File: config.mk
export PLATFORM = sky130hd
export DESIGN_NAME = lab3_rr_arbiter_32_flat
export DESIGN_NICKNAME = d
export VERILOG_FILES = /design/src/rtl/lab3_arb_pkg.sv /design/src/rtl/lab3_rr_arbiter_32_if.sv /design/src/rtl/Lab2_decoder_5x32.sv /design/src/rtl/lab3_rr_arbiter_32.sv /design/src/flat_wrapper.sv
export SDC_FILE = /design/constraint.sdc
export NUM_CORES = 1
export LEC_CHECK = 0
export ABC_AREA = 1
export ABC_CLOCK_PERIOD_IN_PS = 4800
export BUFFER_PORTS_ARGS = -buffer_cell sky130_fd_sc_hd__buf_4
export CORE_MARGIN = 4
export CORE_UTILIZATION = 32
export CTS_BUF_LIST = sky130_fd_sc_hd__clkbuf_4 sky130_fd_sc_hd__clkbuf_8 sky130_fd_sc_hd__clkbuf_16
export CTS_CLUSTER_SIZE = 14
export DETAILED_ROUTE_END_ITERATION = 16
export HOLD_SLACK_MARGIN = 0.12
export PLACE_DENSITY = 0.51
export SYNTH_ARGS = -nofsm -noshare
export SYNTH_HDL_FRONTEND = slang
export SYNTH_SLANG_ARGS = --single-unit
File: constraint.sdc
create_clock -name clk -period 4.8 [get_ports clk]
set_input_delay 0.96 -clock clk [delete_from_list [all_inputs] [get_ports clk]]
set_output_delay 0.96 -clock clk [all_outputs]
set_load 0.02 [all_outputs]
File: src/rtl/lab3_arb_pkg.sv
// rtl/lab3_arb_pkg.sv - shared constants, FSM encoding and search helper for the round-robin arbiter
package lab3_arb_pkg;

    localparam int N_REQ = 32;
    localparam int IDX_W = 5;

    typedef enum logic {
        IDLE  = 1'b0,
        GRANT = 1'b1
    } arb_state_t;

    // Rotating priority search: walk from the highest offset down so the
    // lowest offset from ptr that has a request is the last one written.
    function automatic logic [IDX_W-1:0] first_req(input logic [N_REQ-1:0] req,
                                                   input logic [IDX_W-1:0] ptr);
        logic [IDX_W-1:0] cand;
        first_req = ptr;
        for (int k = N_REQ - 1; k >= 0; k--) begin
            cand = ptr + IDX_W'(k);
            if (req[cand]) begin
                first_req = cand;
            end
        end
    endfunction

endpackage

File: src/rtl/lab3_rr_arbiter_32_if.sv
// rtl/lab3_rr_arbiter_32_if.sv - request/grant bus between requesters and the arbiter
interface lab3_rr_arbiter_32_if;
    import lab3_arb_pkg::*;

    logic [N_REQ-1:0] req;
    logic [N_REQ-1:0] grant;
    logic [IDX_W-1:0] grant_idx;
    logic             grant_vld;
    logic             timeout;

    modport master (
        output req,
        input  grant,
        input  grant_idx,
        input  grant_vld,
        input  timeout
    );

    modport slave (
        input  req,
        output grant,
        output grant_idx,
        output grant_vld,
        output timeout
    );

endinterface

File: src/rtl/Lab2_decoder_5x32.sv
// rtl/Lab2_decoder_5x32.sv - 5-to-32 one-hot decoder with enable
module Lab2_decoder_5x32 (
    output logic [31:0] Dout,
    input  logic [4:0]  A,
    input  logic        enable
);

    assign Dout = enable ? (32'd1 << A) : 32'd0;

endmodule

File: src/rtl/lab3_rr_arbiter_32.sv
// rtl/lab3_rr_arbiter_32.sv - 32-way round-robin arbiter with bounded grant hold and forced-release pulse
module lab3_rr_arbiter_32
    import lab3_arb_pkg::*;
#(
    parameter int MAX_HOLD = 16
) (
    input  logic                    clk,
    input  logic                    rst_n,
    lab3_rr_arbiter_32_if.slave     bus
);

    localparam int HOLD_W = $clog2(MAX_HOLD);
    localparam logic [HOLD_W-1:0] HOLD_LAST = HOLD_W'(MAX_HOLD - 1);

    arb_state_t       state_q, state_d;
    logic [IDX_W-1:0] ptr_q, ptr_d;
    logic [IDX_W-1:0] idx_q, idx_d;
    logic [HOLD_W-1:0] hold_q, hold_d;
    logic             vld_q, vld_d;
    logic             tmo_q, tmo_d;
    logic [N_REQ-1:0] grant_dec;

    always_ff @(posedge clk) begin
        if (!rst_n) begin
            state_q <= IDLE;
            ptr_q   <= '0;
            idx_q   <= '0;
            hold_q  <= '0;
            vld_q   <= 1'b0;
            tmo_q   <= 1'b0;
        end else begin
            state_q <= state_d;
            ptr_q   <= ptr_d;
            idx_q   <= idx_d;
            hold_q  <= hold_d;
            vld_q   <= vld_d;
            tmo_q   <= tmo_d;
        end
    end

    // A dropped request wins over the hold limit, so timeout only fires
    // when the grantee is still asking at the last permitted cycle.
    always_comb begin
        state_d = state_q;
        ptr_d   = ptr_q;
        idx_d   = idx_q;
        hold_d  = hold_q;
        vld_d   = vld_q;
        tmo_d   = 1'b0;
        case (state_q)
            IDLE: begin
                if (|bus.req) begin
                    idx_d   = first_req(bus.req, ptr_q);
                    vld_d   = 1'b1;
                    hold_d  = '0;
                    state_d = GRANT;
                end
            end
            GRANT: begin
                if (!bus.req[idx_q] || hold_q == HOLD_LAST) begin
                    tmo_d   = bus.req[idx_q];
                    vld_d   = 1'b0;
                    hold_d  = '0;
                    ptr_d   = idx_q + IDX_W'(1);
                    state_d = IDLE;
                end else begin
                    hold_d = hold_q + HOLD_W'(1);
                end
            end
            default: begin
                state_d = IDLE;
                vld_d   = 1'b0;
            end
        endcase
    end

    Lab2_decoder_5x32 u_dec (
        .Dout   (grant_dec),
        .A      (idx_q),
        .enable (vld_q)
    );

    assign bus.grant     = grant_dec;
    assign bus.grant_idx = idx_q;
    assign bus.grant_vld = vld_q;
    assign bus.timeout   = tmo_q;

endmodule

File: src/flat_wrapper.sv
// flat-port wrapper written by rule: the top's interface ports become plain ports
module lab3_rr_arbiter_32_flat import lab3_arb_pkg::*;
#(
    parameter int MAX_HOLD = 16
)
  (clk, rst_n, bus_req, bus_grant, bus_grant_idx, bus_grant_vld, bus_timeout);
  lab3_rr_arbiter_32_if bus_i ();
  input  logic clk;
  input  logic rst_n;
  input wire logic [$bits(bus_i.req)-1:0] bus_req;
  output wire logic [$bits(bus_i.grant)-1:0] bus_grant;
  output wire logic [$bits(bus_i.grant_idx)-1:0] bus_grant_idx;
  output wire logic [$bits(bus_i.grant_vld)-1:0] bus_grant_vld;
  output wire logic [$bits(bus_i.timeout)-1:0] bus_timeout;
  assign bus_i.req = bus_req;
  assign bus_grant = bus_i.grant;
  assign bus_grant_idx = bus_i.grant_idx;
  assign bus_grant_vld = bus_i.grant_vld;
  assign bus_timeout = bus_i.timeout;
  lab3_rr_arbiter_32 #(.MAX_HOLD(MAX_HOLD)) u_core (.clk(clk), .rst_n(rst_n), .bus(bus_i));
endmodule
Word-level counts from Yosys, hierarchy flattened. Index checks and enable logic that the tools add are counted.

Register bits: 17. Bits of input ports: 34. Output and inout bits: 39. Word-level logic and storage cells: 192.

Add/sub/neg operators: 33. Order comparisons: 33. Equal/unequal tests: 3. Shift-type cells: 1. Muxes and demuxes: 108. Bitwise gates (word level): 1. Reduce and logical (&&, ||, !) cells: 7.

Operator list (count): 5-bit by 6-bit < comparator with 1-bit output, second input constant (33); 1-bit binary-select mux with 5-bit select (33); 5-bit 2-to-1 mux (32); 5-bit adder, second input constant (16); 5-bit by 4-bit adder with 5-bit output, second input constant (8); 1-bit 2-to-1 mux (37); 32-bit 2-to-1 mux (1); 32-bit OR reduction (1); 1-bit by 5-bit << shifter with 32-bit output, first input constant (1); 5-bit by 3-bit adder with 5-bit output, second input constant (4); 5-bit by 1-bit adder with 5-bit output, second input constant (2); 5-bit by 2-bit adder with 5-bit output, second input constant (2); 4-bit 2-to-1 mux (2); 4-bit one-hot mux with 2 select lines (1); 2-bit AND reduction (3); 4-bit by 1-bit adder with 4-bit output, second input constant (1); 4-bit equality test, second input constant (1); 1-bit one-hot mux with 2 select lines (2); 3-bit AND reduction (1); 2-bit by 1-bit inequality test with 1-bit output, second input constant (1); 2-bit inequality test, second input constant (1); 1-bit logical NOT (1); 1-bit logical OR (1); 1-bit inverter (1).

Depth between registers and ports, before layout. Gate-level depths: netlist (run 1).

Word-level depth: 35. Gate-level depth with buffers: 53.

Hierarchy. From an unflattened synthesis (run 1), not the netlist that was laid out.

Cells, all modules: 1038. Area, all modules: 5176.2 sq um.

Modules (own cells, without submodules): lab3_rr_arbiter_32 (instances 1, cells an instance 976, area each 4908.5 sq um); Lab2_decoder_5x32 (instances 1, cells an instance 62, area each 267.8 sq um).

Worst setup path after synthesis (run 1). OpenSTA, ideal clock, no wires.

Path type: register to register. Start: reg u_core.ptr_q[1]. End: reg u_core.idx_q[3], in the netlist u_core.bus.grant_idx[3]. Arrival time: 3.822 ns. Path slack: 0.856 ns. Stages on the path, launching flop included: 52. Buffers on the path: 5. Period minus slack after synthesis: 3.944 ns. Cell sequence: dfxtp_1 -> buf_2 -> inv_2 -> buf_2 -> buf_2 -> ha_1 -> buf_4 -> inv_2 -> buf_2 -> nand3_1 -> nand3_1 -> nand3_1 -> nand3_2 -> nand2_4 -> a21oi_1 -> nand2_1 -> nand2_1 -> nand2_1 -> (+16 left out) -> nand2_1 -> nand2_1 -> nand2_1 -> nand2_1 -> nand2_1 -> nand2_1 -> nand2_1 -> nand2_1 -> nand2_1 -> nand2_1 -> nand2_1 -> nand2_1 -> nand2_1 -> nand2_1 -> nand2_1 -> nand2_1 -> nand2_1 -> a21oi_2.

Word-level cells in the longest chain between the ends: 35.

RTL lines: start: declaration (RTL line lab3_rr_arbiter_32.sv:16) `logic [IDX_W-1:0] ptr_q, ptr_d;`; start signal: assignment (RTL line lab3_rr_arbiter_32.sv:33) `ptr_q <= ptr_d;`; 5-bit adder (RTL line lab3_arb_pkg.sv:19) `cand = ptr + IDX_W'(k);`; 1-bit binary-select mux with 5-bit select (RTL line lab3_arb_pkg.sv:20) `if (req[cand]) begin`; 1-bit 2-to-1 mux (implied by the code) (RTL line lab3_arb_pkg.sv:20); 5-bit 2-to-1 mux (31 in series) (RTL line lab3_arb_pkg.sv:20); 5-bit 2-to-1 mux (*) (RTL line lab3_arb_pkg.sv:20); end signal: assignment (RTL line lab3_rr_arbiter_32.sv:34) `idx_q <= idx_d;`; end: declaration (RTL line lab3_rr_arbiter_32.sv:17) `logic [IDX_W-1:0] idx_q, idx_d;`.

Mark *: on every way between the ends. The rest lies on a longest branch, timed or not. The select of a mux whose other input is x is not followed. A chain may end at the register's enable or synchronous reset.

Worst setup path after layout (run 1). Ends and elaborated chain as after synthesis.

==> results of run 1 <==
layer usage:
layer / wire, um / part of all wire, % / up-vias
li1: - / - / 3550
met4: 598 / 2.5 / 0
met5: 0 / 0 / -
met1: 10700 / 46 / 3154
met3: 1400 / 5.9 / 37
met2: 10900 / 46 / 238
logic make-up (layout without fill, tap and decap cells):
logic type	count (synthesis)	after routing	share of synthesized area, %
and+or+nand+nor	636	636	52.2
AOI/OAI and AO/OA	199	199	20.6
buffers and inverters	145	201	11.9
xor gates and xnor gates	21	21	4.19
adders and majority gates	20	20	4.73
DFF	17	17	6.43
area by class of cell:
class,instances,share of cell area (%)
inverters,105,6.52
multi-input cells,876,70.8
clock buffers,3,1.23
clock inverters,1,0.123
well taps,216,4.43
repair buffers,92,11.3
flip-flops and latches,17,5.58
final timing paths:
kind | cells past startpoint | start | to | slack (ps)
setup reg to reg | 38 | u_core.ptr_q[1] | u_core.bus.grant_idx[3] | 640
hold / removal | 2 | u_core.hold_q[3] | u_core.hold_q[3] | 470
setup / recovery | 38 | u_core.ptr_q[1] | u_core.bus.grant_idx[3] | 640
hold reg to reg | 2 | u_core.hold_q[3] | u_core.hold_q[3] | 470
stage by stage:
stage | utilization [%] | hold WS, ps
after floorplan | - | 444
after global placement | 37.5 | 458
after detailed placement | 37.5 | 462
after CTS | 38.0 | 472
after global routing | 38.0 | 507
final | 38.0 | 475
registers in the layout (all words and copies together) (netlist names):
signal / count
u_core.bus.grant_idx: 5
u_core.ptr_q: 5
u_core.bus.timeout: 1
u_core.bus.grant_vld: 1
u_core.state_q: 1
u_core.hold_q: 4
critical path: cells and delay by family (launching register included):
family | cells | cell delay [ps]
AND/OR/NAND/NOR | 28 | 1970
buffers and inverters | 5 | 1030
AO/OA/AOI/OAI | 4 | 460
flip-flops | 1 | 310
adder cells (fa/ha/maj) | 1 | 260
cells in the mapped netlist (3+ instances only):
master / instances
nand2_1: 331
nand3_1: 176
a21oi_1: 97
inv_1: 88
nor2_1: 84
o21ai_0: 44
o21ai_1: 23
buf_2: 20
ha_1: 20
dfxtp_1: 17
inv_2: 15
xor2_1: 14
o22ai_1: 13
clkbuf_1: 10
or2_2: 10
nand3_2: 9
nor4_1: 8
nand2_2: 7
a31oi_1: 6
buf_6: 6
nor2_2: 5
xor2_2: 5
a21oi_2: 4
buf_4: 3
o21a_1: 3
==> summary.md, run 1 <==
| Metric | Value |
|---|---|
| Final Slew Violations | `0` |
| Antenna-violating nets left | `0` |
| Final WL | `23600 um` |
| Max stage delay cell, worst path | `inv_1` |
| Avg Inst Size Synth | `a little over 5 um2` |
| TritonCTS clock tree | `built` |
| Setup tns final | `0 ps` |
| Area Overhead vs Synth | `15.3%` |
| Fin area | `~6000 um2` |
| Area leader, netlist | `nand2_1` |
| Vias in the first global route | `6274` |
| Commonest non-fill, non-tap cell in the layout | `nand2_1` |
| Worst min-delay path class | `register to register` |
| Die Height | `between 100 and 150 um` |
| Setup crit start kind | `register` |
| Synth area leaders | `nand2_1 23%, nand3_1 17%, a21oi_1 9.2%, dfxtp_1 6.4%, inv_1 6.2%` |
| Min Tclk post-route | `roughly 4200 ps` |
| M3 GR Usage | `between 2 and 3%` |
| #FFs+latches synth | `17` |
| Post-synth cell types | `40` |
| Commonest cells after routing, fill and taps aside | `331 x nand2_1, 176 x nand3_1, 97 x a21oi_1, 92 x buf_4, 88 x inv_1` |
| Antenna violations before repair | `0` |
| Ys flop type | `dfxtp_1` |
| Via count | `~7000` |
| DIE WIDTH | `roughly 140 um` |
| Critical path endpoint category | `register` |
| Status | `finished clean` |
| Hold buffers post-CTS | `0` |
| EDFF count, synth | `0` |
| IO Port Bufs | `between 70 and 80` |
| Final setup viols | `0` |
| Top-area cell type share of the netlist area | `23.5%` |
| CTS resizes | `0` |
| Pre-Repair DR Iteration Count | `5` |
| Placed Instances | `1306` |
| CTS Root Cell | `clkbuf_16` |
| Clock-pin slew on the worst setup and hold paths | `60 ps` |
| Per-cell routed wire length | `about 18 um` |
| Crit path DAT | `roughly 4300 ps` |
| Proportion of layout cells with a drive suffix above 1 | `~15%` |
| Clock tree buffer depth | `2` |
| Max incr delay on CP | `about 350 ps` |
| H-Tree Depth | `1` |
| Antenna Cells | `0` |
| Relative slew margins | `around 53%` |
| FP Rows | `46` |
| Slew @ Worst Pin | `roughly 700 ps` |
| GR Util met2 | `about two fifths` |
| Net Count, Synth | `between 1000 and 1500` |
| Kind of critical path | `register to register` |
| DR DRC count | `0` |
| Yosys warnings | `0` |
| Area of the multi-input gates | `around 4300 um2` |
| Sequential share of the synthesized area | `under 10%` |
| Cell Area, Placed | `between 6000 and 7000 um2` |
| Cts bufs inserted | `3` |
| Initial Util | `around a third` |
| Most Crowded Layer GR | `met2` |
| Number of clock sinks | `17` |
| Routability Congestion | `1.03` |
| Largest net degree at the start of global routing | `33` |
| Gr usage total | `25.1%` |
| Period utilization | `between 80% and 90%` |
| Cell mode on critical path | `nand2_1` |
| Final #Nets | `between 1000 and 1500` |
| FFs w/ async S/R, synth | `0%` |
| Initial DRC Count | `652` |
| First-pass GRT wire length | `around 36000 um` |
| CORE AREA | `16100 um2` |
| Max_cap viols | `0` |
| Setup WS pre-CTS | `between 600 and 700 ps` |
| WP data required | `around 5000 ps` |
| Final worst slack | `636 ps` |
| Setup Skew | `between 5 and 6 ps` |
| Die area | `18700 um2` |
| Largest fanout on the critical path | `27` |
| Post-CTS Repair Setup Buffers | `0` |
| Ports | `73` |
| Worst-skew pair later-pin latency | `roughly 250 ps` |
| Synthesized area | `around 5300 um2` |
| Grt total ovfl | `0` |
| Global routing usage on met1 | `about a third` |
| F_max | `between 200 and 250 MHz` |
| Reg area | `340 um2` |
| # fillers | `between 1500 and 2000` |
| Final Hold Violating Endpoints | `0` |
| Layout Cells excl Fill | `between 1000 and 1500` |
| Vias/cell | `approximately 5.3` |
| Post-Synthesis Cells | `~1000` |
| HPWL Detailed | `a little under 20000 um` |
| RSZ-0062 raised after global routing | `false` |
Power of run 1 is not shown: default switching activity piles up to over one toggle a cycle in this logic, so the estimate is an artifact.
==> run 2: changes to the inputs <==
Settings changed: ABC_AREA 1 to not set, PLACE_DENSITY 0.51 to 0.5.
==> run 2 against run 1 <==
Non-clock buffer count up 32. Worst setup slack worse by 130 ps. Maximum frequency down 3.0%. Design area up 37%. Flip-flop and latch count unchanged. Utilization up 0.091 points. Via count up 12%. Die area up 34%. Synthesized cell count down 21%. Critical path depth down 25. Global-route usage down 0.19 points. Clock skew down 0.79 ps. Critical endpoint unchanged.
==> summary.md, run 2 <==
| Metric | Value |
|---|---|
| Setup Skew | `4.83 ps` |
| Crit path DAT | `about 4400 ps` |
| Largest fanout on the critical path | `16` |
| Worst path cell trace | `inv_2, ha_1, buf_4, mux4_2, mux4_2, mux2i_1, buf_4, mux2_4, a21oi_2, nand4_1, nor4_1, o21ai_1, a211o_1` |
| Cts bufs inserted | `3` |
| Gr usage total | `roughly a quarter` |
| Die Height | `around 160 um` |
| Relative slew margins | `roughly 39%` |
| Synthesized area | `around 7200 um2` |
| DR DRC count | `0` |
| Commonest non-fill, non-tap cell in the layout | `buf_4` |
| TritonCTS clock tree | `built` |
| #FFs+latches synth | `17` |
| Final WL | `roughly 31000 um` |
| Area Overhead vs Synth | `16.2%` |
| Per-cell routed wire length | `26.6 um` |
| Ys flop type | `dfxtp_1` |
| Total Power | `slightly below 7 mW` |
| Post-synth cell types | `just under 80` |
| Commonest cells after routing, fill and taps aside | `122 x buf_4, 99 x nor2_1, 92 x mux4_2, 76 x nand2_1, 50 x mux2i_1` |
| Clock tree buffer depth | `2` |
| Period utilization | `roughly nine tenths` |
| Slew @ Worst Pin | `around 910 ps` |
| Leak | `3.05 nW` |
| Number of clock sinks | `17` |
| Worst-skew pair later-pin latency | `260 ps` |
| Yosys warnings | `0` |
| Hold buffers post-CTS | `0` |
| Peak supply drop | `between 0.2 and 0.3 mV` |
| WP data required | `between 4000 and 5000 ps` |
| First-pass GRT wire length | `between 40000 and 50000 um` |
| Routability Congestion | `1.02` |
| Final #Nets | `between 900 and 1000` |
| Max stage delay cell, worst path | `mux4_2` |
| Top-area cell type share of the netlist area | `approximately 29%` |
| Mux share of post-synthesis cell area | `between 40% and 50%` |
| Antenna Cells | `0` |
| Setup crit start kind | `register` |
| RSZ-0062 raised after global routing | `false` |
| Post-Synth Simple-Gate Area | `19.1%` |
| Psw | `3.96 mW` |
| Sw Share | `57.7%` |
| Synth Area in Compound Gates | `between 10% and 20%` |
| Min Tclk post-route | `around 4300 ps` |
| # fillers | `2222` |
| Antenna-violating nets left | `0` |
| EDFF count, synth | `0` |
| Proportion of layout cells with a drive suffix above 1 | `between 30% and 40%` |
| Post-Synthesis Cells | `approximately 830` |
| HPWL Detailed | `24500 um` |
| Final setup viols | `0` |
| Status | `finished clean` |
| Setup tns final | `0 ps` |
| Largest family of logic cells by synthesized area | `multiplexers` |
| Kind of critical path | `register to register` |
| Max incr delay on CP | `around 620 ps` |
| Cell area power density | `821 nW/um2` |
| Placed Instances | `roughly 1200` |
| Vias in the first global route | `between 7000 and 8000` |
| H-Tree Depth | `1` |
| F_max | `between 200 and 250 MHz` |
| Sequential share of the synthesized area | `4.73%` |
| P_int | `about 2.9 mW` |
| Vias/cell | `between 6 and 7` |
| CTS Root Cell | `clkbuf_16` |
| Layout Cells excl Fill | `between 1000 and 1500` |
| Pre-Repair DR Iteration Count | `6` |
| Largest net degree at the start of global routing | `69` |
| CTS resizes | `0` |
| Worst min-delay path class | `register to register` |
| Die area | `between 20000 and 25000 um2` |
| Net Count, Synth | `879` |
| Area of the multi-input gates | `6520 um2` |
| Clk pwr share | `under 10%` |
| Area leader, netlist | `mux4_2` |
| CORE AREA | `22000 um2` |
| Post-CTS Repair Setup Buffers | `0` |
| Max_cap viols | `0` |
| Reg area | `348 um2` |
| Initial DRC Count | `between 700 and 800` |
| Antenna violations before repair | `0` |
| IO Port Bufs | `72` |
| Synth Area in Adders | `under 10%` |
| Count leader, synth | `nor2_1` |
| Initial Util | `roughly 33%` |
| Grt total ovfl | `0` |
| Final Slew Violations | `0` |
| Avg Inst Size Synth | `8.73 um2` |
| Via count | `7837` |
| Final Hold Violating Endpoints | `0` |
| Critical path endpoint category | `register` |
| DIE WIDTH | `158 um` |
| Combinational share of power | `92.9%` |
| Most frequent cells after synthesis | `99 x nor2_1, 92 x mux4_2, 76 x nand2_1, 50 x mux2i_1, 46 x a21oi_1` |
| Flop pwr share | `approximately 4.4%` |
| FFs w/ async S/R, synth | `0%` |
| Ports | `73` |
| Post-synthesis xor/xnor area fraction | `4.88%` |
| FP Rows | `54` |
| Clock-pin slew on the worst setup and hold paths | `roughly 60 ps` |
| Synth area leaders | `mux4_2 29%, mux2i_1 7.0%, nor2_1 5.2%, dfxtp_1 4.7%, mux2_2 4.2%` |
run 2: changes by cell type after synthesis, moves of 50 or more:
cell     before  now
mux4_2        0   92
nand2_1     331   76
inv_1        88   22
nand3_1     176   21
mux2i_1       0   50
a21oi_1      97   46
run 2: area by class of cell:
cell class	count	area share, %
clock buffer	3	0.898
multi-input combinational	728	78.0
inverter	28	1.26
tap	280	4.19
timing repair buffer	124	11.4
sequential	17	4.16
clock inverter	1	0.0898
run 2: kinds of logic (layout without fill, tap and decap cells):
logic type | Yosys count | count (layout)
and+or+nand+nor | 290 | 290
adders and majority gates | 20 | 20
xor gates and xnor gates | 35 | 35
DFF | 17 | 17
AOI/OAI and AO/OA | 201 | 201
muxes | 182 | 182
buffers and inverters | 80 | 156
run 2: final timing paths:
kind                          from                       to  slack, ps  cells past startpoint
setup / recovery   u_core.ptr_q[0]  u_core.bus.grant_idx[3]        510                     13
hold / removal    u_core.hold_q[3]         u_core.hold_q[3]        490                      2
setup reg to reg   u_core.ptr_q[0]  u_core.bus.grant_idx[3]        510                     13
hold reg to reg   u_core.hold_q[3]         u_core.hold_q[3]        490                      2
run 2: power by group through the flow:
stage / clock [mW] / combinational [mW] / sequential, mW
2_1_floorplan: 0 / 4.31 / 0.231
3_3_place_gp: 0 / 6.28 / 0.304
3_5_place_dp: 0 / 6.21 / 0.304
4_1_cts: 0.187 / 6.24 / 0.302
5_1_grt: 0.191 / 6.78 / 0.313
6_report: 0.183 / 6.38 / 0.303
run 2: through the flow:
stage          hold slack [ps]  area, um2  setup slack, ps  util, %
2_1_floorplan              459       7200              233        -
3_3_place_gp               484       8280              538     37.7
3_5_place_dp               486       8280              567     37.7
4_1_cts                    499       8360              547     38.1
5_1_grt                    547       8360              181     38.1
6_report                   493       8360              508     38.1
run 2: critical path, delay by kind of cell, from the launching register on:
| family | cells | cell delay [ps] |
|---|---|---|
| simple gates | 2 | 460 |
| flops | 1 | 570 |
| buf+inv | 3 | 540 |
| compound gates | 3 | 580 |
| fa+ha+maj | 1 | 310 |
| mux | 4 | 1690 |
run 2: routing by layer:
metal  up-vias  GRT usage (%)  part of all wire [%]
met5         -              0                     0
met4         0           9.59                   5.6
met3       109           3.14                   8.6
met2       474           39.1                    45
met1      3840           35.2                    41
li1       3414              -                     -
Note: power is estimated with default switching activity, not from simulation.
==> run 3: changes to the inputs <==
Settings changed: CAP_MARGIN set to 20, CORE_UTILIZATION 32 to 48, CTS_CLUSTER_SIZE 14 to not set, PLACE_DENSITY 0.5 to 0.68.
==> run 3 against run 2 <==
Combinational power decreased by 0.9%. Highest routed layer unchanged. Design area decreased by 2.0%. Via count rose by 2.2%. Utilization increased by 18 points. Critical path depth decreased by 1. Die area shrank 32%. Maximum frequency grew 1.1%. Non-clock buffer count fell by 6.
==> summary.md, run 3 (synthesis gave the netlist of run 2 again) <==
| Metric | Value |
|---|---|
| Final WL | `just under 30000 um` |
| Setup tns final | `0 ps` |
| CTS resizes | `0` |
| Period utilization | `88.4%` |
| Commonest non-fill, non-tap cell in the layout | `buf_4` |
| Antenna violations before repair | `0` |
| Final setup viols | `0` |
| F_max | `roughly 240 MHz` |
| Setup WS pre-CTS | `620 ps` |
| Worst path cell trace | `buf_12, ha_1, xor2_1, mux2_2, mux2i_1, mux2_2, o211ai_1, a21oi_1, and3b_1, nor4_1, o21ai_1, a211o_1` |
| Die Height | `~130 um` |
| Max stage delay cell, worst path | `xor2_1` |
| Number of clock sinks | `17` |
| WP data required | `4950 ps` |
| Worst-skew pair later-pin latency | `about 260 ps` |
| Cell mode on critical path | `mux2_2` |
| Critical path endpoint category | `register` |
| Vias in the first global route | `~7300` |
| Antenna-violating nets left | `0` |
| Status | `finished clean` |
| Slew @ Worst Pin | `between 800 and 900 ps` |
| Peak supply drop | `around 0.6 mV` |
| Crit path DAT | `between 4000 and 5000 ps` |
| Relative slew margins | `a little over two fifths` |
| Cts bufs inserted | `3` |
| Initial DRC Count | `about 1100` |
| Vias/cell | `roughly 7.4` |
| Clock tree buffer depth | `2` |
| Initial Util | `approximately half` |
| Largest fanout on the critical path | `slightly above 50` |
| IO Port Bufs | `72` |
| Final Slew Violations | `0` |
| Routability Congestion | `1.12` |
| Pre-Repair DR Iteration Count | `6` |
| Cell area power density | `825 nW/um2` |
| Area Overhead vs Synth | `13.9%` |
| Setup Skew | `~1.2 ps` |
| Grt total ovfl | `0` |
| Gr usage total | `33.9%` |
| Commonest cells after routing, fill and taps aside | `116 x buf_4, 99 x nor2_1, 92 x mux4_2, 76 x nand2_1, 50 x mux2i_1` |
| Setup crit start kind | `register` |
| Proportion of layout cells with a drive suffix above 1 | `about 30%` |
| Hold buffers post-CTS | `0` |
| Max_cap viols | `0` |
| DR DRC count | `0` |
| Leak | `3.02 nW` |
| Post-CTS Repair Setup Buffers | `0` |
| Die area | `around 17000 um2` |
| Max incr delay on CP | `710 ps` |
| Largest net degree at the start of global routing | `52` |
| TritonCTS clock tree | `built` |
| Clock-pin slew on the worst setup and hold paths | `around 50 ps` |
| Ports | `73` |
| First-pass GRT wire length | `roughly 44000 um` |
| Via count | `about 8000` |
| Final Hold Violating Endpoints | `0` |
| DIE WIDTH | `130 um` |
| CORE AREA | `approximately 15000 um2` |
| Kind of critical path | `register to register` |
| Final worst slack | `roughly 560 ps` |
| Final #Nets | `between 900 and 1000` |
| # fillers | `~1300` |
| FP Rows | `44` |
| RSZ-0062 raised after global routing | `false` |
| Worst min-delay path class | `register to register` |
| H-Tree Depth | `1` |
| HPWL Detailed | `between 20000 and 25000 um` |
| CTS Root Cell | `clkbuf_16` |
| Per-cell routed wire length | `roughly 27 um` |
| Min Tclk post-route | `roughly 4200 ps` |
## run 3: changes by cell type in the layout (fill, tap and decap cells not counted)
cell,change
buf_4,-6
dfxtp_1,+1
dfxtp_2,-1
clkbuf_4,+1
clkinvlp_4,-1
diode_2,+1
## run 3: power by group
group / leakage, nW / internal [mW] / switching (mW)
sequential: 0.141 / 0.178 / 0.0897
clock: 0.0416 / 0.119 / 0.0639
combinational: 2.84 / 2.58 / 3.74
total: 3.02 / 2.87 / 3.89
## run 3: metal layers
layer	part of all wire, %	up-vias	GRT usage [%]
met1	39	3814	47.1
met4	6.4	0	17.1
met2	43	665	49.3
li1	-	3402	-
met5	0	-	0
met3	12	127	8.33
## run 3: layout make-up
cell class                      count  area (um2)  area share (%)
Multi-Input combinational cell    728        6520            79.5
Inverter                           28         105            1.28
Sequential cell                    17         347            4.23
Antenna cell                        1        2.50          0.0305
Tap cell                          184         230            2.81
Clock buffer                        4        82.6            1.01
Timing Repair Buffer              118         911            11.1
## run 3: worst paths after layout
kind | from | end | slack (ps) | depth (start not counted)
min | u_core.hold_q[3] | u_core.hold_q[3] | 500 | 2
min reg2reg | u_core.hold_q[3] | u_core.hold_q[3] | 500 | 2
max | u_core.ptr_q[0] | u_core.bus.grant_idx[3] | 560 | 12
max reg2reg | u_core.ptr_q[0] | u_core.bus.grant_idx[3] | 560 | 12
## run 3: worst max-delay path: cells and delay by family, from the launching register on
kind / cells / cell delay (ps)
multiplexers: 3 / 1150
flip-flops: 1 / 360
AO/OA/AOI/OAI: 4 / 660
AND/OR/NAND/NOR: 2 / 470
buffers and inverters: 1 / 290
XOR/XNOR: 1 / 710
adder cells (fa/ha/maj): 1 / 480
## run 3: through the flow
step / cell area [um2] / power (mW) / instances / utilization, % / hold slack, ps
2_1_floorplan: 7200 / 4.54 / 825 / - / 459
3_3_place_gp: 8110 / 6.29 / 1074 / 55.6 / 479
3_5_place_dp: 8110 / 6.31 / 1074 / 55.6 / 487
4_1_cts: 8190 / 6.52 / 1078 / 56.1 / 496
5_1_grt: 8200 / 7.12 / 1079 / 56.2 / 532
6_report: 8200 / 6.77 / 1080 / 56.2 / 497
